==> config.mk <==
export PLATFORM = sky130hd
export DESIGN_NAME = linear_sensor_ctrl
export DESIGN_NICKNAME = d
export VERILOG_FILES = /design/src/rtl/linear_sensor_ctrl.sv
export SDC_FILE = /design/constraint.sdc
export NUM_CORES = 1
export LEC_CHECK = 0
export BUFFER_PORTS_ARGS = -buffer_cell sky130_fd_sc_hd__buf_2
export CORE_ASPECT_RATIO = 0.5
export CORE_MARGIN = 3
export CORE_UTILIZATION = 30
export CTS_CLUSTER_DIAMETER = 50
export DETAILED_ROUTE_END_ITERATION = 10
export SYNTH_ARGS = -nofsm -noshare
export SYNTH_HDL_FRONTEND = slang
export SYNTH_SLANG_ARGS = --single-unit
==> constraint.sdc <==
create_clock -name clk -period 10.49 [get_ports clk]
set_clock_uncertainty 0.1 [all_clocks]
set_input_delay 1.049 -clock clk [delete_from_list [all_inputs] [get_ports clk]]
set_output_delay 1.049 -clock clk [all_outputs]
set_load 0.01 [all_outputs]
==> src/rtl/linear_sensor_ctrl.sv <==
// linear_sensor_ctrl: multi-frame acquisition controller for Hamamatsu-style
// linear image sensors. Reads integration time and frame count from the config
// RAM, drives the sensor reset/integration pulse, waits for AD_SP and emits a
// per-pixel valid strobe with pixel and frame indices.
// Optional feature: define LSC_SP_TIMEOUT_EN to bound the AD_SP wait to
// TIMEOUT_CYC cycles (timeout_o pulses and the block returns to IDLE).
module linear_sensor_ctrl #(
  parameter int         PIX_NUM     = 512,
  parameter int         BLANK_CYC   = 24,
  parameter logic [7:0] INTEG_ADDR  = 8'h01,
  parameter logic [7:0] FRAMES_ADDR = 8'h02,
  parameter int         TIMEOUT_CYC = 4096
) (
  input  logic                       clk,
  input  logic                       rst,
  input  logic                       start_in,
  input  logic                       soft_reset_in,
  input  logic                       ad_sp,
  output logic                       sensor_clk,
  output logic                       reset_o,
  output logic                       pix_valid_o,
  output logic [$clog2(PIX_NUM)-1:0] pix_idx_o,
  output logic [15:0]                frame_idx_o,
  output logic                       busy_o,
  output logic                       frame_done_o,
  output logic                       done_o,
  output logic                       timeout_o,
  output logic                       cfg_ram_rd_o,
  output logic [7:0]                 cfg_ram_addr_o,
  input  logic [31:0]                cfg_ram_din
);

  localparam int BLANK_W = $clog2(BLANK_CYC + 1);

  typedef enum logic [2:0] {
    IDLE, CFG_RD, CFG_INT, CFG_FRM, INTEG, WAIT_SP, DATA, BLANK
  } state_t;

  state_t               state;
  logic                 start_q;
  logic                 start_rise;
  logic [31:0]          integ;
  logic [15:0]          frames;
  logic [31:0]          integ_cnt;
  logic [BLANK_W-1:0]   blank_cnt;
  logic                 last_frame;
  logic                 last_pix;
  logic                 last_blank;
  logic                 pre_blank;

  // An integration time of zero would never end the INTEG count; run it for one cycle.
  function automatic logic [31:0] clamp_integ(input logic [31:0] v);
    return (v == 32'd0) ? 32'd1 : v;
  endfunction

  assign sensor_clk = ~clk;
  assign start_rise = start_in & ~start_q;
  assign last_frame = (frames != 16'd0) && (frame_idx_o == frames - 16'd1);
  assign last_pix   = (int'(pix_idx_o) == PIX_NUM - 1);
  assign last_blank = (int'(blank_cnt) == BLANK_CYC - 1);
  // One cycle ahead of the last blank cycle, so the registered pulses land in it.
  assign pre_blank  = (int'(blank_cnt) == BLANK_CYC - 2);

`ifdef LSC_SP_TIMEOUT_EN
  localparam int WAIT_W = $clog2(TIMEOUT_CYC + 1);
  logic [WAIT_W-1:0] wait_cnt;
  logic              wait_expired;
  assign wait_expired = (int'(wait_cnt) == TIMEOUT_CYC - 1);
`else
  assign timeout_o = 1'b0;
`endif

  // Configuration words are plain data taken from the RAM read port; no reset.
  always_ff @(posedge clk) begin
    if (state == CFG_INT) integ  <= clamp_integ(cfg_ram_din);
    if (state == CFG_FRM) frames <= cfg_ram_din[15:0];
  end

  // Acquisition FSM with registered outputs; soft abort overrides every active state.
  always_ff @(posedge clk or posedge rst) begin
    if (rst) begin
      state          <= IDLE;
      start_q        <= 1'b1;
      reset_o        <= 1'b0;
      pix_valid_o    <= 1'b0;
      pix_idx_o      <= '0;
      frame_idx_o    <= '0;
      busy_o         <= 1'b0;
      frame_done_o   <= 1'b0;
      done_o         <= 1'b0;
      cfg_ram_rd_o   <= 1'b0;
      cfg_ram_addr_o <= '0;
      integ_cnt      <= '0;
      blank_cnt      <= '0;
`ifdef LSC_SP_TIMEOUT_EN
      wait_cnt       <= '0;
      timeout_o      <= 1'b0;
`endif
    end else begin
      start_q      <= start_in;
      reset_o      <= 1'b0;
      pix_valid_o  <= 1'b0;
      frame_done_o <= 1'b0;
      done_o       <= 1'b0;
      cfg_ram_rd_o <= 1'b0;
`ifdef LSC_SP_TIMEOUT_EN
      timeout_o    <= 1'b0;
`endif
      if ((state != IDLE) && soft_reset_in) begin
        state  <= IDLE;
        busy_o <= 1'b0;
      end else begin
        case (state)
          IDLE: begin
            if (start_rise) begin
              state          <= CFG_RD;
              busy_o         <= 1'b1;
              cfg_ram_rd_o   <= 1'b1;
              cfg_ram_addr_o <= INTEG_ADDR;
            end
          end
          CFG_RD: begin
            cfg_ram_rd_o   <= 1'b1;
            cfg_ram_addr_o <= FRAMES_ADDR;
            state          <= CFG_INT;
          end
          CFG_INT: state <= CFG_FRM;
          CFG_FRM: begin
            frame_idx_o <= '0;
            integ_cnt   <= '0;
            state       <= INTEG;
          end
          INTEG: begin
            reset_o <= 1'b1;
            if (integ_cnt == integ - 32'd1) begin
              state <= WAIT_SP;
`ifdef LSC_SP_TIMEOUT_EN
              wait_cnt <= '0;
`endif
            end else begin
              integ_cnt <= integ_cnt + 32'd1;
            end
          end
          WAIT_SP: begin
            if (ad_sp) begin
              pix_valid_o <= 1'b1;
              pix_idx_o   <= '0;
              state       <= DATA;
`ifdef LSC_SP_TIMEOUT_EN
            end else if (wait_expired) begin
              timeout_o <= 1'b1;
              busy_o    <= 1'b0;
              state     <= IDLE;
            end else begin
              wait_cnt <= wait_cnt + 1'b1;
`endif
            end
          end
          DATA: begin
            if (last_pix) begin
              blank_cnt    <= '0;
              frame_done_o <= (BLANK_CYC == 1);
              done_o       <= (BLANK_CYC == 1) && last_frame;
              state        <= BLANK;
            end else begin
              pix_valid_o <= 1'b1;
              pix_idx_o   <= pix_idx_o + 1'b1;
            end
          end
          BLANK: begin
            blank_cnt    <= blank_cnt + 1'b1;
            frame_done_o <= pre_blank;
            done_o       <= pre_blank && last_frame;
            if (last_blank) begin
              if (last_frame) begin
                busy_o <= 1'b0;
                state  <= IDLE;
              end else begin
                frame_idx_o <= frame_idx_o + 16'd1;
                integ_cnt   <= '0;
                state       <= INTEG;
              end
            end
          end
          default: begin
            busy_o <= 1'b0;
            state  <= IDLE;
          end
        endcase
      end
    end
  end

endmodule

== Word-level counts from Yosys, hierarchy flattened ==
Index checks and enable logic that the tools add are counted.

* Flip-flop bits (word level): 128
* Input bits: 37
* Output and inout bits: 41
* Logic and storage cells: 110

* Add/sub/neg operators: 6
* Eq/ne operators: 25
* Mux-type cells: 40
* Bitwise logic cells: 4
* Reductions and logical operators: 20

{| class="wikitable"
|+ Operator list
! operator !! number
|-
| $mux 32 || 3
|-
| $pmux 32 s3 || 1
|-
| $add 32x1->32 const B || 1
|-
| $eq 32x32->1 || 1
|-
| $logic_not 32->1 || 1
|-
| $mux 16 || 2
|-
| $pmux 16 s2 || 1
|-
| $sub 32x1->32 const B || 1
|-
| $pmux 3 s8 || 1
|-
| $mux 3 || 7
|-
| $mux 9 || 2
|-
| $ne 3x3->1 const B || 6
|-
| $pmux 9 s2 || 1
|-
| $add 16x1->16 const B || 1
|-
| $eq 16x16->1 || 1
|-
| $pmux 8 s2 || 1
|-
| $reduce_bool 16->1 || 1
|-
| $sub 16x1->16 const B || 1
|-
| $mux 1 || 15
|-
| $ne 2x2->1 const B || 7
|-
| $eq 3x3->1 const B || 4
|-
| $reduce_and 4->1 || 3
|-
| $eq 5x5->1 const B || 2
|-
| $pmux 5 s2 || 1
|-
| 16 further kinds || 30
|}

== Depth between registers and ports, before layout ==
* Depth in word-level cells: 7
* Mapped depth: 14
* Mapped depth without buffers: 12

==> metrics.md <==
| Metric | Value |
|---|---|
| WP data required | `9.34 ns` |
| Setup TNS | `0 ns` |
| Final setup margin | `roughly 3.5 ns` |
| Post-route antenna net violation count | `0` |
| H-tree lvl count | `4` |
| Number of fill cells | `2,475` |
| Via/cell ratio | `5.346` |
| Relative slew slack | `27.96%` |
| Commonest non-fill, non-tap cell in the layout | `dfrtp_1` |
| Die Y | `118.8 microns` |
| Vias in the first global route | `6,168` |
| Async SR Flop Fraction | `roughly three fifths` |
| Placer congestion estimate | `between 0.8 and 0.9` |
| Max-slew violation count | `0` |
| Seq. cell area | `0.003294 sq mm` |
| Postcts setup bufs | `0` |
| Hold WC Path Type | `reg -> reg` |
| Max-cap violations | `0` |
| Crit Path Class | `clk -> out` |
| Hpwl dp | `14.80 mm` |
| Vias | `6,474` |
| Worst-path clk slew | `0.06 ns` |
| Dpl ws | `3.962 ns` |
| First-pass GRT wire length | `32.80 mm` |
| First DRT Iteration DRCs | `565` |
| Top_reg_cell synth | `dfrtp_1` |
| Fin util | `35.64%` |
| Power per cell area | `188.2 mW/mm^2` |
| Crit Path Max Fanout | `16` |
| CTS Buf Count | `17` |
| Status | `complete, no violations` |
| # hold bufs at CTS | `0` |
| Mapped Area | `~0.0076 sq mm` |
| Final nets | `slightly above 900` |
| First-pass DRT Iterations | `5` |
| Yosys Warn Count | `0` |
| Synth area leaders | `dfrtp_1, edfxtp_1, xnor2_1` |
| Std cell rows | `40` |
| Mapped Avg Cell Area | `between 9 and 10 sq um` |
| Resized Gates After CTS | `0` |
| Wire length per cell | `16.69 microns` |
| Core area | `0.02452 sq mm` |
| Arr. time, crit path | `5.80 ns` |
| Total grt overflow | `0` |
| Gate Count Post-Synth | `830` |
| Yosys cell types | `80` |
| Most frequent cells in the layout | `dfrtp_1, buf_2, nand2_1, nor2_1, edfxtp_1` |
| DRC violations left | `0` |
| Crit. End Element | `output port` |
| Area growth syn-to-layout | `14.43%` |
| Endpoints failing setup | `0` |
| Multi-input gate area | `approximately 0.0039 sq mm` |
| Initial antenna violation count | `0` |
| Die X | `231.7 microns` |
| N_diodes | `0` |
| Maximum clock path buffer count | `2` |
| CTS tree | `yes` |
| Top cell type's share of synthesized area | `between 20% and 30%` |
| Number of synthesized flops with an enable pin | `48` |
| Die area | `0.02753 sq mm` |
| # IOs | `78` |
| RSZ-0062 raised after global routing | `false` |
| Largest net degree at the start of global routing | `75` |
| Critical Path Start Type | `clock port` |
| Count of state elements after synthesis | `122` |
| Root buffer cell | `clkbuf_16` |
| Cell taking the most area after synthesis | `dfrtp_1` |
| Max IR drop VDD | `108.8 uV` |
| Static leakage | `3.351 nW` |
| Routed WL | `20.21 mm` |
| Initial core utilization | `31.15%` |
| Worst-skew pair later-pin latency | `about 0.43 ns` |
| Post-synthesis sequential area ratio | `a little over two fifths` |
| Port-buffer cells | `70` |
| Worst-margin pin slew | `~1.1 ns` |
| Layout cell share with drive strength beyond 1 | `15.09%` |
| Overall Global Routing Usage | `14.93%` |
| Fin. Hold Viols | `0` |
cells in the mapped netlist, types with 7 or more instances:
library cell / number
ha_1: 13
dfrtp_1: 73
xor2_1: 20
o31ai_1: 12
nand2b_1: 10
nand3_1: 33
nand4_1: 26
edfxtp_1: 48
o211ai_1: 10
and3_1: 9
nor4_1: 24
o21ai_0: 44
xnor2_1: 47
and2_1: 10
inv_1: 36
a21oi_1: 26
buf_4: 7
nor3_1: 29
nor2b_1: 8
nand2_1: 61
a211o_1: 7
or3_1: 16
clkbuf_1: 52
nor2_1: 60
or4_1: 12
o21ai_1: 10
mux2i_1: 7
cell type report:
type | count | area share [%]
Inverter | 35 | 1.517
Multi-Input combinational cell | 610 | 45.05
Sequential cell | 122 | 37.69
Clock inverter | 16 | 1.632
Tap cell | 336 | 4.810
Clock buffer | 18 | 4.924
Timing Repair Buffer | 74 | 4.380
metrics by stage:
stage	power, mW	cells	hold WS (ns)	area, sq um
final	1.645	1211	0.3746	8741
after global routing	1.740	1211	0.4147	8741
after CTS	1.655	1211	0.3779	8741
after detailed placement	1.078	1179	0.3729	8177
after global placement	1.070	1179	0.3618	8177
after floorplan	0.9632	836	0.3387	7661
critical path, cell delays in order:
cell and delay [ns]:
clkbuf_16 0.20, clkbuf_16 0.19, inv_1 0.05, buf_2 0.12
final timing paths:
check | start | end | slack (ns) | depth (start not counted)
max in group asynchronous | rst | blank_cnt[3] | 8.81 | 3
hold / removal | blank_cnt[4] | blank_cnt[4] | 0.37 | 1
setup / recovery | clk | sensor_clk | 3.54 | 4
min in group asynchronous | rst | integ_cnt[30] | 0.79 | 3
setup reg to reg | integ[0] | integ_cnt[30] | 6.02 | 11
hold reg to reg | blank_cnt[4] | blank_cnt[4] | 0.37 | 1
metal layers:
metal,GRT usage [%],vias up,wire length (microns)
li1,-,3116,-
met1,20.79,3202,9752
met2,23.46,139,9391
met3,2.964,17,819
met4,4.560,0,246
met5,0,-,0
power by group:
part           internal (mW)  switching (mW)  total (mW)
logic                  0.151           0.247       0.398
clock network          0.332           0.242       0.575
registers              0.582          0.0898       0.672
total                   1.07           0.579        1.64
registers in the layout, summed over array words and instances (netlist names), 2 cells and up:
signal / count
cfg_ram_addr_o: 2
blank_cnt: 5
state: 3
frame_idx_o: 16
integ_cnt: 32
integ: 32
frames: 16
pix_idx_o: 9
cell families (layout without fill, tap and decap cells):
family	Yosys count	after routing	synth area share, %
AO/OA/AOI/OAI	183	183	16.53
XOR/XNOR	67	67	7.682
adder cells (fa/ha/maj)	13	13	2.129
buffers and inverters	104	143	5.651
flip-flops	122	122	43.13
multiplexers	9	9	1.212
other	1	7	0.04909
AND/OR/NAND/NOR	331	331	23.62
(Power assumes the default switching activity.)
